$ cat src/rtl/pool1_row_packer_if.sv
// pool1_row_packer_if: pixel input stream and packed pooled-row output bus.
// master drives pixels and samples rows; slave is the packer itself.
interface pool1_row_packer_if #(
   parameter int DW    = 16,
   parameter int OUT_W = 14
);
   logic                  in_valid;
   logic [DW-1:0]         in_data;
   logic [OUT_W*DW-1:0]   out_row;
   logic                  out_valid;
   logic [3:0]            out_row_idx;
   logic                  frame_done;
   modport master (
      output in_valid, in_data,
      input  out_row, out_valid, out_row_idx, frame_done
   );
   modport slave (
      input  in_valid, in_data,
      output out_row, out_valid, out_row_idx, frame_done
   );
endinterface

$ cat src/rtl/pool1_row_packer.sv
// pool1_row_packer: streaming 2x2 signed max-pool emitting one packed row per odd input row.
// Define POOL1_ROW_RELU_EN to clamp negative pooled outputs to zero.
module pool1_row_packer #(
   parameter int DW   = 16,
   parameter int IN_W = 28,
   parameter int IN_H = 28
) (
   input logic               clk,
   input logic               rst,
   pool1_row_packer_if.slave bus
);
   localparam int OUT_W = IN_W / 2;
   localparam int CW    = $clog2(IN_W);
   localparam int RW    = $clog2(IN_H);

   typedef enum logic {EVEN_ROW, ODD_ROW} state_t;

   state_t               state_q, state_d;
   logic [CW-1:0]        col_q, col_d;
   logic [RW-1:0]        row_q, row_d;
   logic signed [DW-1:0] hold_q, hold_d;
   logic signed [DW-1:0] line_q [OUT_W];
   logic signed [DW-1:0] line_d [OUT_W];
   logic signed [DW-1:0] stage_q [OUT_W];
   logic signed [DW-1:0] stage_d [OUT_W];
   logic [OUT_W*DW-1:0]  out_row_q, out_row_d;
   logic                 out_valid_q, out_valid_d;
   logic [3:0]           idx_q, idx_d;
   logic                 frame_done_q, frame_done_d;
   logic signed [DW-1:0] pix, hmax, vmax;
   logic [CW-2:0]        half;
   logic                 col_wrap;

   function automatic logic signed [DW-1:0] smax(input logic signed [DW-1:0] a, input logic signed [DW-1:0] b);
      return a > b ? a : b;
   endfunction

   function automatic logic [DW-1:0] clamp(input logic signed [DW-1:0] v);
`ifdef POOL1_ROW_RELU_EN
      return v[DW-1] ? '0 : v;
`else
      return v;
`endif
   endfunction

   assign half = col_q[CW-1:1];

   always_comb begin
      pix          = $signed(bus.in_data);
      hmax         = smax(hold_q, pix);
      vmax         = smax(line_q[half], hmax);
      col_wrap     = col_q == CW'(IN_W - 1);
      state_d      = state_q;
      col_d        = col_q;
      row_d        = row_q;
      hold_d       = hold_q;
      line_d       = line_q;
      stage_d      = stage_q;
      out_row_d    = out_row_q;
      idx_d        = idx_q;
      out_valid_d  = 1'b0;
      frame_done_d = 1'b0;
      if (bus.in_valid) begin
         col_d = col_wrap ? '0 : col_q + 1'b1;
         if (col_wrap) begin
            row_d   = row_q == RW'(IN_H - 1) ? '0 : row_q + 1'b1;
            state_d = state_q == EVEN_ROW ? ODD_ROW : EVEN_ROW;
         end
         if (!col_q[0])
            hold_d = pix;
         else if (state_q == EVEN_ROW)
            line_d[half] = hmax;
         else
            stage_d[half] = vmax;
         // last column of an odd row: final element comes straight from vmax, not stage
         if (state_q == ODD_ROW && col_wrap) begin
            for (int k = 0; k < OUT_W; k++)
               out_row_d[k*DW +: DW] = clamp(k == OUT_W - 1 ? vmax : stage_q[k]);
            out_valid_d  = 1'b1;
            idx_d        = 4'(row_q >> 1);
            frame_done_d = row_q == RW'(IN_H - 1);
         end
      end
   end

   always_ff @(posedge clk) begin
      if (rst) begin
         state_q      <= EVEN_ROW;
         col_q        <= '0;
         row_q        <= '0;
         hold_q       <= '0;
         line_q       <= '{default: '0};
         stage_q      <= '{default: '0};
         out_row_q    <= '0;
         out_valid_q  <= 1'b0;
         idx_q        <= '0;
         frame_done_q <= 1'b0;
      end else begin
         state_q      <= state_d;
         col_q        <= col_d;
         row_q        <= row_d;
         hold_q       <= hold_d;
         line_q       <= line_d;
         stage_q      <= stage_d;
         out_row_q    <= out_row_d;
         out_valid_q  <= out_valid_d;
         idx_q        <= idx_d;
         frame_done_q <= frame_done_d;
      end
   end

   assign bus.out_row     = out_row_q;
   assign bus.out_valid   = out_valid_q;
   assign bus.out_row_idx = idx_q;
   assign bus.frame_done  = frame_done_q;
endmodule
$ cat src/flat_wrapper.sv
// flat-port wrapper written by rule: the top's interface ports become plain ports
module pool1_row_packer_flat 
#(
   parameter int DW   = 16,
   parameter int IN_W = 28,
   parameter int IN_H = 28
)
  (clk, rst, bus_in_valid, bus_in_data, bus_out_row, bus_out_valid, bus_out_row_idx, bus_frame_done);
  pool1_row_packer_if #(.DW(DW)) bus_i ();
  input logic clk;
  input logic rst;
  input wire logic [$bits(bus_i.in_valid)-1:0] bus_in_valid;
  input wire logic [$bits(bus_i.in_data)-1:0] bus_in_data;
  output wire logic [$bits(bus_i.out_row)-1:0] bus_out_row;
  output wire logic [$bits(bus_i.out_valid)-1:0] bus_out_valid;
  output wire logic [$bits(bus_i.out_row_idx)-1:0] bus_out_row_idx;
  output wire logic [$bits(bus_i.frame_done)-1:0] bus_frame_done;
  assign bus_i.in_valid = bus_in_valid;
  assign bus_i.in_data = bus_in_data;
  assign bus_out_row = bus_i.out_row;
  assign bus_out_valid = bus_i.out_valid;
  assign bus_out_row_idx = bus_i.out_row_idx;
  assign bus_frame_done = bus_i.frame_done;
  pool1_row_packer #(.DW(DW), .IN_W(IN_W), .IN_H(IN_H)) u_core (.clk(clk), .rst(rst), .bus(bus_i));
endmodule
$ cat config.mk
export PLATFORM = sky130hd
export DESIGN_NAME = pool1_row_packer_flat
export DESIGN_NICKNAME = d
export VERILOG_FILES = /design/src/rtl/pool1_row_packer_if.sv /design/src/rtl/pool1_row_packer.sv /design/src/flat_wrapper.sv
export SDC_FILE = /design/constraint.sdc
export NUM_CORES = 1
export LEC_CHECK = 0
export ABC_CLOCK_PERIOD_IN_PS = 9800
export BUFFER_PORTS_ARGS = -buffer_cell sky130_fd_sc_hd__buf_2
export CAP_MARGIN = 15
export CELL_PAD_IN_SITES_DETAIL_PLACEMENT = 1
export CELL_PAD_IN_SITES_GLOBAL_PLACEMENT = 2
export CORE_AREA = 3 3 265 267
export DETAILED_ROUTE_END_ITERATION = 12
export DIE_AREA = 0 0 268 270
export PLACE_DENSITY_LB_ADDON = 0.12
export SYNTH_ARGS = -nofsm -noshare
export SYNTH_HDL_FRONTEND = slang
export SYNTH_SLANG_ARGS = --single-unit
$ cat constraint.sdc
create_clock -name clk -period 9.8 [get_ports clk]
set_input_delay 2.94 -clock clk [delete_from_list [all_inputs] [get_ports clk]]
set_output_delay 2.94 -clock clk [all_outputs]
set_load 0.02 [all_outputs]
# After elaboration in Yosys (flattened, before gate mapping)
# Index checks and enable logic that the tools add are counted.
[op_classes]
addsub = 2
mul = 0
n_div = 0
order_cmp = 4
eq_ne = 2
n_shift = 0
mux = 13
bitwise_logic = 5
reduce_logical = 9
[ops]
columns = ["cell", "count"]
rows = [
  ["224-bit bitwise mux", 2],
  ["16-bit 2-to-1 mux", 5],
  ["16-bit binary-select mux with 4-bit select", 1],
  ["16-bit demux with 4-bit select", 1],
  ["16-bit greater-than comparator", 2],
  ["5-bit by 1-bit adder with 5-bit output (second input constant)", 2],
  ["5-bit equality test (second input constant)", 2],
  ["5-bit 2-to-1 mux", 2],
  ["2-bit AND reduction", 3],
  ["3-bit AND reduction", 2],
  ["5-bit greater-or-equal comparator (second input constant)", 1],
  ["5-bit by 1-bit less-than comparator with 1-bit output (second input constant)", 1],
  ["4-bit inverter with 5-bit output", 1],
  ["1-bit inverter", 4],
  ["3-bit OR reduction", 1],
  ["1-bit logical AND", 2],
  ["1-bit 2-to-1 mux", 2],
  ["2-bit OR reduction", 1],
]
[word_totals]
regBits = 705
latchBits = 0
ramBits = 0
romBits = 0
in_bits = 19
elab_cells = 71
memories = 0

# Depth between registers and ports, before layout
# Gate-level depths: netlist (run 1).
[depth]
depth_word = 7
mapped_depth = 23
ltp_nobuf = 17

# Least setup slack after synthesis (run 1)
# No wires, ideal clock.
[synth_timing]
path_type = "input to register"
startpoint = "in bus_in_data[15]"
endpoint = "reg u_core.out_row_q[220] (netlist: u_core.bus.out_row[220])"
arrival_ns = 7.377
required_ns = 9.666
setup_slack_ns = 2.289
cell_stages = 21
n_path_buf = 5
path_cell_list = "inv_1 > ha_1 > buf_4 > nand4_2 > or3_1 > a21o_1 > nand3_4 > buf_4 > mux2i_1 > clkinv_1 > ha_1 > nand4_1 > or4_4 > a21oi_1 > and4b_4 > buf_6 > mux2_4 > buf_6 > buf_6 > a32oi_1 > o21ai_1"
[synth_via]
elab_chain_len = 4
[synth_lines]
columns = ["element", "line_no", "rtl"]
rows = [
  ["start, declared", "flat_wrapper.sv:13", "input wire logic [$bits(bus_i.in_data)-1:0] bus_in_data;"],
  ["16-bit greater-than comparator", "pool1_row_packer.sv:35", "return a > b ? a : b;"],
  ["16-bit 2-to-1 mux (*)", "pool1_row_packer.sv:35", ""],
  ["16-bit greater-than comparator", "pool1_row_packer.sv:35", ""],
  ["16-bit 2-to-1 mux (*)", "pool1_row_packer.sv:35", ""],
  ["end signal, assigned", "pool1_row_packer.sv:105", "out_row_q <= out_row_d;"],
  ["end, declared", "pool1_row_packer.sv:26", "logic [OUT_W*DW-1:0] out_row_q, out_row_d;"],
]
# Mark *: on every way between the ends. The rest lies on a longest branch, timed or not.
# A chain may end at the register's enable or synchronous reset.

# Worst setup path in the final report (run 1)
[layout_timing]
startpoint = "in bus_in_data[10]"
endpoint = "reg u_core.stage_q[114] (netlist name)"
[layout_via]
elab_chain_len = 5
[layout_lines]
columns = ["element", "line_no", "rtl"]
rows = [
  ["16-bit greater-than comparator", "pool1_row_packer.sv:35", ""],
  ["16-bit 2-to-1 mux (*)", "pool1_row_packer.sv:35", ""],
  ["16-bit greater-than comparator", "pool1_row_packer.sv:35", ""],
  ["16-bit 2-to-1 mux (*)", "pool1_row_packer.sv:35", ""],
  ["224-bit bitwise mux (*)", "pool1_row_packer.sv:74", "stage_d[half] = vmax;"],
  ["end signal, assigned", "pool1_row_packer.sv:104", "stage_q <= stage_d;"],
  ["end, declared", "pool1_row_packer.sv:24", "logic signed [DW-1:0] stage_q [OUT_W];"],
]
# Marked as above.

==> flow_summary.rst, run 1 <==
.. list-table::
   :header-rows: 1

   * - Metric
     - Value
   * - Status
     - finished clean
   * - Top flip-flop cell by instance count after synthesis
     - sky130_fd_sc_hd__dfxtp_1
   * - Routability Congestion
     - 0.817
   * - Post-CTS Hold Fix Bufs
     - 0
   * - Cell Area, Synth
     - 27100 µm²
   * - Global-route layer with the greatest usage
     - met2
   * - Number of buffers added for setup after CTS
     - 0
   * - Global-route usage over all layers
     - 28.2%
   * - Number of maximum-capacitance violations
     - 0
   * - Nets in the synthesized netlist
     - 2875
   * - Height of the die
     - 270 µm
   * - Total number of H-tree levels
     - 3
   * - P per Cell Area
     - 205 nW/µm²
   * - Antenna violations before repair
     - 0
   * - CTS Root Buffer Type
     - sky130_fd_sc_hd__clkbuf_16
   * - Fin nets
     - 3035
   * - Sequential area share after synthesis
     - 50.9%
   * - Maximum clock frequency
     - 0.122 GHz
   * - Mean post-synth cell area
     - 9.61 µm²
   * - Delay of the slowest cell on the worst path
     - 0.64 ns
   * - Warnings from Yosys
     - 0
   * - Global routing met3 resource utilization
     - 3.80%
   * - Number of gates resized after cts
     - 0
   * - Highest net fanout along the worst path
     - 54
   * - Worst hold-check path type
     - reg -> reg
   * - Post-detailed-route count of antenna-violating nets
     - 0
   * - Area leader, netlist
     - sky130_fd_sc_hd__dfxtp_1
   * - Final cell count without fillers
     - 3925
   * - TritonCTS Buffers
     - 77
   * - Total vias in the final route
     - 23100
   * - I/O pins
     - 249
   * - Vias in the first global route
     - 23600
   * - Worst-Skew Late Latency
     - 0.63 ns
   * - Total wire length
     - 105 mm
   * - Drt drc
     - 0
   * - Row count
     - 96
   * - Setup violators final
     - 0
   * - Area Growth Syn to Fin
     - 17.7%
   * - Transition time at the pin with the least slew margin
     - 1.36 ns
   * - Number of inserted diodes
     - 0
   * - Final Cycle Share
     - 83.8%
   * - Clock skew
     - 0.0245 ns
   * - Fraction of registers with async set/reset
     - 0%
   * - Standby leakage power
     - 0.0120 µW
   * - Most common library cell in the layout ignoring fill and taps
     - sky130_fd_sc_hd__nand2_1
   * - GR Util met1
     - 36.8%
   * - Filler cell count in the final layout
     - 7621
   * - Share of cells above drive strength 1
     - 21.0%
   * - Via density per instance
     - 5.89
   * - Global-route congestion overflow total
     - 0
   * - Max-Slew Margin vs Limit
     - 9.18%
   * - RSZ-0062 raised after global routing
     - no
   * - Met2 global-route usage
     - 48.5%
   * - Total negative setup slack
     - 0 ns
   * - First-pass iteration count of the detailed router
     - 5
   * - FF+latch area
     - 13800 µm²
   * - Floorplan die width
     - 268 µm
   * - Count of buffers from port buffering
     - 248
   * - Placed wire-length estimate after detailed placement
     - 65.0 mm
   * - Startpoint Class
     - input pin
   * - Cell total after placement
     - 3778
   * - Worst-case vdd ir drop
     - 0.121 mV
   * - Area of the multi-input gates
     - 12200 µm²
   * - Critical path endpoint category
     - flip-flop
   * - Global-route wire length before repair
     - 155 mm
   * - CP cell instances
     - buf_2 -> inv_1 -> ha_1 -> nand4_1 -> or3_1 -> a21o_1 -> nand3_4 -> mux2i_4 -> clkinv_1 -> ha_1 -> nor2b_1 -> o211ai_1 -> a21oi_1 -> and4b_4 -> mux2_4 -> nand2_1 -> o221ai_1
   * - Number of enable flip-flop cells after synthesis
     - 0
   * - Initial core utilization
     - 39.7%
   * - Synth area leaders
     - sky130_fd_sc_hd__dfxtp_1 (51%), sky130_fd_sc_hd__nand2_1 (9.6%), sky130_fd_sc_hd__a22o_1 (6.8%)
   * - Maximum number of pins on one net before global-route repair
     - 231
   * - TritonCTS clock tree
     - done
   * - Data arrival time of the critical path
     - 8.73 ns
   * - Core region area
     - 68300 µm²
   * - Violation count after the first detailed-route iteration
     - 1779
   * - Overall die area
     - 72400 µm²
   * - Count of cell types in the netlist
     - 58
   * - Number of pins exceeding their max-slew limit in the final report
     - 0
   * - Average wire per standard cell
     - 26.8 µm
   * - Clk pin slew, worst setup/hold paths
     - 0.06 ns
   * - Portion of synthesized cell area occupied by the leading cell type
     - 50.9%
   * - Number of buffers on the longest clock path
     - 3
   * - Most frequent cell on the critical path
     - sky130_fd_sc_hd__ha_1
   * - Required time reported for the critical path endpoint
     - 10.32 ns
   * - Clock period minus worst slack
     - 8.21 ns
   * - Endpoints failing hold
     - 0
   * - Post-synthesis register bit count
     - 689
   * - Classification of the worst setup path
     - in -> reg
   * - Number of clock sinks
     - 689
   * - Cell count after synthesis
     - 2822
   * - Highest-count cells in the layout ignoring fill and taps
     - sky130_fd_sc_hd__nand2_1 (694), sky130_fd_sc_hd__dfxtp_1 (687), sky130_fd_sc_hd__a21oi_1 (271)
   * - Critical Path Slowest Stage Cell
     - sky130_fd_sc_hd__nand2_1
final cells by class:
cell class              instances  area share, %
inverters                      48          0.564
clock buffers                 106           6.81
flip-flops and latches        689           43.2
repair buffers                325           5.87
clock inverters                34           1.83
well taps                     882           3.46
multi-input cells            1841           38.2
final timing paths:
kind	cells after the start	slack (ns)	to	startpoint
worst min register to register	2	0.45	u_core.line_q[49]	u_core.line_q[49]
worst min-delay path	2	0.45	u_core.line_q[49]	u_core.line_q[49]
worst max-delay path	17	1.59	u_core.stage_q[114]	bus_in_data[10]
worst max register to register	14	3.10	u_core.stage_q[114]	u_core.col_q[1]
worst max-delay path, delay by kind of cell:
kind	cells	cell delay, ns
AOI/OAI and AO/OA	4	0.87
adders and majority gates	2	0.89
buffers and inverters	3	0.76
muxes	2	0.99
and+or+nand+nor	6	2.23
Yosys cell counts, types with 34 or more instances:
cell and n:
sky130_fd_sc_hd__o221ai_1 87, sky130_fd_sc_hd__a21oi_1 272, sky130_fd_sc_hd__nand2_1 694, sky130_fd_sc_hd__a32oi_1 38, sky130_fd_sc_hd__clkbuf_1 167, sky130_fd_sc_hd__mux4_2 48, sky130_fd_sc_hd__ha_1 34, sky130_fd_sc_hd__o21ai_0 49
sky130_fd_sc_hd__inv_1 39, sky130_fd_sc_hd__o221ai_2 62, sky130_fd_sc_hd__mux2i_1 57, sky130_fd_sc_hd__nor2_1 65, sky130_fd_sc_hd__buf_2 42, sky130_fd_sc_hd__o21ai_1 55, sky130_fd_sc_hd__a22o_1 212, sky130_fd_sc_hd__dfxtp_1 689
flip-flops by register name, indices dropped and copies added (netlist names):
name,cells
u_core.state_q,1
u_core.row_q,5
u_core.hold_q,16
u_core.bus.out_row,224
u_core.bus.frame_done,1
u_core.line_q,224
u_core.col_q,5
u_core.bus.out_row_idx,4
u_core.stage_q,208
u_core.bus.out_valid,1
layer usage:
metal	vias up	share of wire, %
met4	0	3.2
met3	184	5.5
met2	700	49
met5	-	0
li1	10500	-
met1	11800	42
kinds of logic (layout without fill, tap and decap cells):
kind of cell	after synthesis	in the layout	share of synthesized area (%)
multiplexers	116	116	6.81
AND/OR/NAND/NOR	863	863	13.1
AO/OA/AOI/OAI	825	825	22.8
flip-flops	689	689	50.9
adder cells (fa/ha/maj)	34	34	1.57
buffers and inverters	292	513	4.83
XOR/XNOR	3	3	0.0969
report_power, final:
group / internal [µW] / total (µW) / switching (µW)
registers: 2810 / 2830 / 16.9
logic: 123 / 569 / 446
clock network: 1910 / 3140 / 1230
total: 4840 / 6530 / 1690
stage by stage:
step / util [%] / hold slack [ns] / total power (µW) / cell area, µm² / worst slack [ns]
after detailed placement: 42.6 / 0.445 / 3450 / 29100 / 1.09
after global routing: 46.7 / 0.471 / 6720 / 31900 / 1.25
after CTS: 46.6 / 0.453 / 6580 / 31900 / 1.75
after floorplan: - / 0.429 / 3180 / 27100 / 2.29
final: 46.7 / 0.452 / 6530 / 31900 / 1.59
after global placement: 42.5 / 0.435 / 3440 / 29100 / 1.23
No activity file was read; power rests on OpenSTA's default activity.
==> inputs of run 2 (changes only) <==
ABC_CLOCK_PERIOD_IN_PS = 7400   (was 9800)
CORE_AREA = 3 3 287 289   (was 3 3 265 267)
DIE_AREA = 0 0 290 292   (was 0 0 268 270)
clock period = 7.4 ns   (was 9.8 ns; I/O delays follow)
==> flow_summary.rst, run 2 (same netlist as run 1, synthesis figures left out) <==
.. list-table::
   :header-rows: 1

   * - Metric
     - Value
   * - Reg2Reg Depth
     - 14 (unchanged)
   * - Maximum clock frequency
     - 0.145 GHz
   * - Critical path endpoint category
     - flip-flop (unchanged)
   * - Number of clock sinks
     - 689 (unchanged)
   * - Number of maximum-capacitance violations
     - 0 (unchanged)
   * - Transition time at the pin with the least slew margin
     - 1.15 ns (was 1.36 ns)
   * - Cell total after placement
     - 3984 (was 3778)
   * - Crit path max-delay family
     - simple AND/OR/NAND/NOR gates (unchanged)
   * - P per Cell Area
     - 267 nW/µm² (was 205 nW/µm²)
   * - TritonCTS Buffers
     - 80 (was 77)
   * - Share of cells above drive strength 1
     - 21.5% (was 21.0%)
   * - Start point of the worst hold path
     - u_core.line_q[44] (was u_core.line_q[49])
   * - RSZ-0062 raised after global routing
     - no (unchanged)
   * - Drt drc
     - 0 (unchanged)
   * - Endpoints failing hold
     - 0 (unchanged)
   * - Number of gates resized after cts
     - 0 (unchanged)
   * - Global-route congestion overflow total
     - 0 (unchanged)
   * - Row count
     - 104 (was 96)
   * - Area Growth Syn to Fin
     - 19.1% (was 17.7%)
   * - Average wire per standard cell
     - 27.0 µm (was 26.8 µm)
   * - First-pass iteration count of the detailed router
     - 5 (unchanged)
   * - End-of-flow core utilization
     - 40.3% (was 46.7%)
   * - Slack of the critical path
     - 0.483 ns (was 1.59 ns)
   * - Total number of H-tree levels
     - 3 (unchanged)
   * - Worst reg2reg path startpoint
     - u_core.col_q[1] (unchanged)
   * - Standby leakage power
     - 0.0121 µW (was 0.0120 µW)
   * - Global-route wire length before repair
     - 164 mm (was 155 mm)
   * - Violation count after the first detailed-route iteration
     - 1701 (was 1779)
   * - Final Cycle Share
     - 93.5%
   * - Post-detailed-route count of antenna-violating nets
     - 0 (unchanged)
   * - Initial core utilization
     - 33.8% (was 39.7%)
   * - Clock period minus worst slack
     - 6.92 ns
   * - TritonCTS clock tree
     - done (unchanged)
   * - Number of buffers added for setup after CTS
     - 0 (unchanged)
   * - Placed wire-length estimate after detailed placement
     - 71.0 mm (was 65.0 mm)
   * - Setup violators final
     - 0 (unchanged)
   * - Crit Reg-Reg Endpoint
     - u_core.stage_q[157] (was u_core.stage_q[114])
   * - Required time reported for the critical path endpoint
     - 7.95 ns (was 10.32 ns)
   * - Critical path origin
     - bus_in_data[10] (unchanged)
   * - Hold Worst Slack
     - 0.449 ns (was 0.452 ns)
   * - I/O pins
     - 249 (unchanged)
   * - Cell depth of the worst min-delay path
     - 2 (unchanged)
   * - Via density per instance
     - 5.61 (was 5.89)
   * - Fin nets
     - 3062 (was 3035)
   * - Placement-stage worst setup slack
     - -0.116 ns (was 1.09 ns)
   * - Classification of the worst setup path
     - in -> reg (unchanged)
   * - Buffer and inverter count on the worst path
     - 4 (was 3)
   * - Worst-case vdd ir drop
     - 0.168 mV (was 0.121 mV)
   * - Antenna violations before repair
     - 1 (was 0)
   * - Most common library cell in the layout ignoring fill and taps
     - sky130_fd_sc_hd__nand2_1 (unchanged)
   * - CTS Root Buffer Type
     - sky130_fd_sc_hd__clkbuf_16 (unchanged)
   * - Clk pin slew, worst setup/hold paths
     - 0.06 ns (about the same)
   * - Max-Slew Margin vs Limit
     - 23.5% (was 9.18%)
   * - Number of inserted diodes
     - 0 (unchanged)
   * - Final cell count without fillers
     - 4125 (was 3925)
   * - End point of the worst hold path
     - u_core.line_q[44] (was u_core.line_q[49])
   * - Data arrival time of the critical path
     - 7.47 ns (was 8.73 ns)
   * - Maximum number of pins on one net before global-route repair
     - 226 (was 231)
   * - Vias in the first global route
     - 24000 (was 23600)
   * - Global-route usage over all layers
     - 25.5% (was 28.2%)
   * - Startpoint Class
     - input pin (unchanged)
   * - Critical Path Slowest Stage Cell
     - sky130_fd_sc_hd__o41ai_4 (was sky130_fd_sc_hd__nand2_1)
   * - Worst-Skew Late Latency
     - 0.65 ns (was 0.63 ns)
   * - Overall die area
     - 84700 µm² (was 72400 µm²)
   * - Count of buffers from port buffering
     - 248 (unchanged)
   * - Delay of the slowest cell on the worst path
     - 0.73 ns (was 0.64 ns)
   * - Highest net fanout along the worst path
     - 54 (unchanged)
   * - Clock skew
     - 0.0282 ns (was 0.0245 ns)
   * - Status
     - finished clean (unchanged)
   * - Worst reg2reg setup slack
     - 1.49 ns (was 3.10 ns)
   * - Total vias in the final route
     - 23100 (about the same)
   * - Core region area
     - 80200 µm² (was 68300 µm²)
   * - Total wire length
     - 111 mm (was 105 mm)
   * - Number of buffers on the longest clock path
     - 3 (unchanged)
   * - Routability Congestion
     - 0.825 (was 0.817)
   * - Highest-count cells in the layout ignoring fill and taps
     - sky130_fd_sc_hd__nand2_1 (694), sky130_fd_sc_hd__dfxtp_1 (687), sky130_fd_sc_hd__a21oi_1 (271) (unchanged)
   * - CP cell instances
     - buf_2 -> inv_1 -> ha_1 -> nand4_1 -> o41ai_4 -> buf_4 -> o21ai_0 -> mux2i_4 -> inv_1 -> ha_1 -> nand4_1 -> or4_4 -> a21oi_1 -> and4b_4 -> mux2_4 -> nand2_1 -> o221ai_1 (was buf_2 -> inv_1 -> ha_1 -> nand4_1 -> or3_1 -> a21o_1 -> nand3_4 -> mux2i_4 -> clkinv_1 -> ha_1 -> nor2b_1 -> o211ai_1 -> a21oi_1 -> and4b_4 -> mux2_4 -> nand2_1 -> o221ai_1)
   * - Height of the die
     - 292 µm (was 270 µm)
   * - Worst hold-check path type
     - reg -> reg (unchanged)
   * - Floorplan die width
     - 290 µm (was 268 µm)
   * - Number of pins exceeding their max-slew limit in the final report
     - 0 (unchanged)
   * - Post-CTS Hold Fix Bufs
     - 0 (unchanged)
-- run 2: how the worst max path moves through the flow --
stage	to	slack, ns	depth (start not counted)
2_1_floorplan	u_core.bus.out_row[220]	0.61	21
3_5_place_dp	u_core.stage_q[157]	-0.12	17
6_report	u_core.stage_q[157]	0.48	17
3_3_place_gp	u_core.stage_q[154]	0.1	17
5_1_grt	u_core.stage_q[175]	0.06	17
4_1_cts	u_core.stage_q[157]	0.55	17
-- run 2: metrics by stage --
stage	TNS (ns)	power, µW	area, µm²
global route	0	8890	32300
CTS	0	8720	32200
detailed placement	-2.82	4600	29500
floorplan	0	4220	27100
global placement	0	4580	29500
finish	0	8640	32300
-- run 2: area by class of cell --
| class | count | area [µm²] |
|---|---|---|
| fillers | 9026 | 47800 |
| well taps | 1060 | 1330 |
| flip-flops and latches | 689 | 13800 |
| repair buffers | 349 | 2070 |
| multi-input cells | 1841 | 12200 |
| clock inverters | 24 | 420 |
| clock buffers | 114 | 2280 |
| inverters | 48 | 180 |
-- run 2: metal layers --
layer / GRT usage, % / share of wire (%) / vias up
met3: 3.61 / 4.3 / 200
met4: 8.69 / 3.5 / 2
met1: 32.7 / 43 / 11800
met5: 0 / 0.012 / -
met2: 43.9 / 49 / 613
li1: - / - / 10500
-- run 2: worst register-to-register path, stage by stage (launching register included) --
cell and delay [ns]:
sky130_fd_sc_hd__dfxtp_4 0.84, sky130_fd_sc_hd__buf_4 0.44, sky130_fd_sc_hd__mux4_2 0.61, sky130_fd_sc_hd__mux2i_1 0.26, sky130_fd_sc_hd__o21ai_0 0.29, sky130_fd_sc_hd__nor2_2 0.32, sky130_fd_sc_hd__inv_1 0.12, sky130_fd_sc_hd__ha_1 0.32
sky130_fd_sc_hd__nand3_1 0.11, sky130_fd_sc_hd__or4_4 0.51, sky130_fd_sc_hd__a21oi_1 0.15, sky130_fd_sc_hd__and4b_4 0.27, sky130_fd_sc_hd__mux2_4 0.65, sky130_fd_sc_hd__nand2_1 0.57, sky130_fd_sc_hd__o221ai_1 0.37
-- run 2: report_power, final --
group / internal (µW) / leakage [µW] / switching (µW) / total, µW
Sequential: 3720 / 0.00555 / 23.7 / 3740
Clock: 2440 / 0.00131 / 1680 / 4110
Combinational: 176 / 0.00519 / 601 / 777
Total: 6330 / 0.0121 / 2300 / 8640
==> inputs of run 3 (changes only) <==
CORE_AREA = 3 3 283 285   (was 3 3 287 289)
CTS_BUF_LIST = sky130_fd_sc_hd__clkbuf_4 sky130_fd_sc_hd__clkbuf_8   (was default)
DIE_AREA = 0 0 286 288   (was 0 0 290 292)
PLACE_DENSITY_LB_ADDON = 0.1   (was 0.12)
==> flow_summary.rst, run 3 (same netlist as run 1, synthesis figures left out) <==
.. list-table::
   :header-rows: 1

   * - Metric
     - Value
   * - Total vias in the final route
     - 23200 (was 23100)
   * - Most common library cell in the layout ignoring fill and taps
     - sky130_fd_sc_hd__nand2_1 (unchanged)
   * - Number of buffers added for setup after CTS
     - 0 (unchanged)
   * - Worst hold-check path type
     - reg -> reg (unchanged)
   * - Number of clock sinks
     - 689 (unchanged)
   * - Clock period minus worst slack
     - 6.77 ns (was 6.92 ns)
   * - Maximum number of pins on one net before global-route repair
     - 226 (unchanged)
   * - Number of maximum-capacitance violations
     - 0 (unchanged)
   * - Antenna violations before repair
     - 2 (was 1)
   * - Total number of H-tree levels
     - 3 (unchanged)
   * - Maximum clock frequency
     - 0.148 GHz (was 0.145 GHz)
   * - Highest net fanout along the worst path
     - 16 (was 54)
   * - Worst-Skew Late Latency
     - 0.76 ns (was 0.65 ns)
   * - TritonCTS Buffers
     - 120 (was 80)
   * - Switching share of total power
     - 27.4% (was 26.6%)
   * - Fin nets
     - 3095 (was 3062)
   * - Floorplan die width
     - 286 µm (was 290 µm)
   * - Status
     - finished clean (unchanged)
   * - Number of buffers on the longest clock path
     - 3 (unchanged)
   * - Clock skew
     - 0.0598 ns (was 0.0282 ns)
   * - Share of cells above drive strength 1
     - 23.6% (was 21.5%)
   * - Total wire length
     - 109 mm (was 111 mm)
   * - Met2 wirelength from detailed routing
     - 52.5 mm (was 54.3 mm)
   * - CTS Root Buffer Type
     - sky130_fd_sc_hd__clkbuf_8 (was sky130_fd_sc_hd__clkbuf_16)
   * - Standby leakage power
     - 0.0120 µW (was 0.0121 µW)
   * - Sequential Power Share
     - 45.9% (was 43.4%)
   * - Worst-case vdd ir drop
     - 0.135 mV (was 0.168 mV)
   * - Height of the die
     - 288 µm (was 292 µm)
   * - Global-route congestion overflow total
     - 0 (unchanged)
   * - TritonCTS clock tree
     - done (unchanged)
   * - First-pass iteration count of the detailed router
     - 5 (unchanged)
   * - WL met1
     - 47.7 mm (was 48.3 mm)
   * - Core region area
     - 77600 µm² (was 80200 µm²)
   * - Overall die area
     - 82400 µm² (was 84700 µm²)
   * - Global-route usage over all layers
     - 25.7% (was 25.5%)
   * - Switching power summed over all nets
     - 2230 µW (was 2300 µW)
   * - Setup violators final
     - 0 (unchanged)
   * - Startpoint Class
     - input pin (unchanged)
   * - Required time reported for the critical path endpoint
     - 8.04 ns (was 7.95 ns)
   * - Number of pins exceeding their max-slew limit in the final report
     - 0 (unchanged)
   * - Critical path endpoint category
     - flip-flop (unchanged)
   * - Highest-count cells in the layout ignoring fill and taps
     - sky130_fd_sc_hd__nand2_1 (694), sky130_fd_sc_hd__dfxtp_1 (687), sky130_fd_sc_hd__a21oi_1 (270) (was sky130_fd_sc_hd__nand2_1 (694), sky130_fd_sc_hd__dfxtp_1 (687), sky130_fd_sc_hd__a21oi_1 (271))
   * - Clk pin slew, worst setup/hold paths
     - 0.06 ns (about the same)
   * - Data arrival time of the critical path
     - 7.41 ns (was 7.47 ns)
   * - Average wire per standard cell
     - 26.1 µm (was 27.0 µm)
   * - Final Cycle Share
     - 91.4% (was 93.5%)
   * - Post-CTS Hold Fix Bufs
     - 0 (unchanged)
   * - Endpoints failing hold
     - 0 (unchanged)
   * - Combinational fraction of design power
     - 9.4% (was 9.0%)
   * - Classification of the worst setup path
     - in -> reg (unchanged)
   * - Via density per instance
     - 5.58 (was 5.61)
   * - Initial core utilization
     - 35.0% (was 33.8%)
   * - Count of buffers from port buffering
     - 248 (unchanged)
   * - Vias in the first global route
     - 24100 (was 24000)
   * - Internal Power
     - 5920 µW (was 6330 µW)
   * - Hold Worst Slack
     - 0.449 ns (about the same)
   * - Clock network fraction of design power
     - 44.6% (was 47.6%)
   * - Global-route wire length before repair
     - 160 mm (was 164 mm)
   * - Drt drc
     - 0 (unchanged)
   * - Row count
     - 102 (was 104)
   * - Transition time at the pin with the least slew margin
     - 1.26 ns (was 1.15 ns)
   * - Placed wire-length estimate after detailed placement
     - 69.0 mm (was 71.0 mm)
   * - Post-detailed-route count of antenna-violating nets
     - 0 (unchanged)
   * - Max-Slew Margin vs Limit
     - 16.2% (was 23.5%)
   * - Final total power
     - 8150 µW (was 8640 µW)
   * - Filler cell count in the final layout
     - 8834 (was 9026)
   * - Area Growth Syn to Fin
     - 18.1% (was 19.1%)
   * - Routed length on met3
     - 4.59 mm (was 4.78 mm)
   * - Routability Congestion
     - 0.795 (was 0.825)
   * - RSZ-0062 raised after global routing
     - no (unchanged)
   * - P per Cell Area
     - 255 nW/µm² (was 267 nW/µm²)
   * - Number of gates resized after cts
     - 0 (unchanged)
   * - I/O pins
     - 249 (unchanged)
   * - Violation count after the first detailed-route iteration
     - 1443 (was 1701)
   * - Highest routed layer
     - met4 (was met5)
run 3: area by class of cell:
type | count | area (µm²) | area share, %
well taps | 1040 | 1300 | 4.06
multi-input cells | 1841 | 12200 | 38.2
clock buffers | 190 | 2330 | 7.27
flip-flops and latches | 689 | 13800 | 43.1
diodes | 4 | 10.0 | 0.0313
repair buffers | 342 | 2010 | 6.26
clock inverters | 15 | 170 | 0.531
inverters | 48 | 180 | 0.563
run 3: critical path: stages:
cell                       delay [ns]
sky130_fd_sc_hd__buf_2           0.10
sky130_fd_sc_hd__inv_1           0.06
sky130_fd_sc_hd__ha_1            0.31
sky130_fd_sc_hd__nand4_1         0.21
sky130_fd_sc_hd__or3_1           0.42
sky130_fd_sc_hd__a21o_1          0.20
sky130_fd_sc_hd__nand3_4         0.22
sky130_fd_sc_hd__buf_4           0.26
sky130_fd_sc_hd__mux2i_2         0.26
sky130_fd_sc_hd__inv_1           0.10
sky130_fd_sc_hd__ha_1            0.33
sky130_fd_sc_hd__nand3_1         0.11
sky130_fd_sc_hd__or4_4           0.52
sky130_fd_sc_hd__a21oi_1         0.12
sky130_fd_sc_hd__and4b_4         0.26
sky130_fd_sc_hd__mux2i_4         0.72
sky130_fd_sc_hd__nand2_1         0.60
sky130_fd_sc_hd__o221ai_1        0.35
run 3: path summary, 6_finish.rpt:
kind / startpoint / to / slack, ns / depth (start not counted)
hold / removal: u_core.line_q[184] / u_core.line_q[184] / 0.45 / 2
hold reg to reg: u_core.line_q[184] / u_core.line_q[184] / 0.45 / 2
setup reg to reg: u_core.col_q[1] / u_core.stage_q[32] / 1.41 / 14
setup / recovery: bus_in_data[10] / u_core.stage_q[32] / 0.63 / 18
run 3: stage by stage:
stage	TNS (ns)	worst slack (ns)	area [µm²]	std cells	utilization [%]
floorplan	0	0.609	27100	2822	-
global placement	0	0.113	29500	3955	38.0
detailed placement	-3.71	-0.113	29500	3959	38.0
CTS	0	0.713	32000	4164	41.2
global route	0	0.356	32000	4168	41.3
finish	0	0.633	32000	4169	41.3
run 3: layer usage:
| metal | GRT usage, % | vias up |
|---|---|---|
| met5 | 0 | - |
| met4 | 9.61 | 0 |
| met3 | 3.32 | 204 |
| met2 | 44.0 | 630 |
| met1 | 33.2 | 11800 |
| li1 | - | 10600 |
run 3: power groups by stage:
| stage | sequential, µW | clock, µW | combinational (µW) |
|---|---|---|---|
| floorplan | 3810 | 0 | 408 |
| global route | 3750 | 3890 | 796 |
| detailed placement | 3830 | 0 | 762 |
| global placement | 3820 | 0 | 748 |
| CTS | 3750 | 3730 | 764 |
| finish | 3740 | 3640 | 769 |
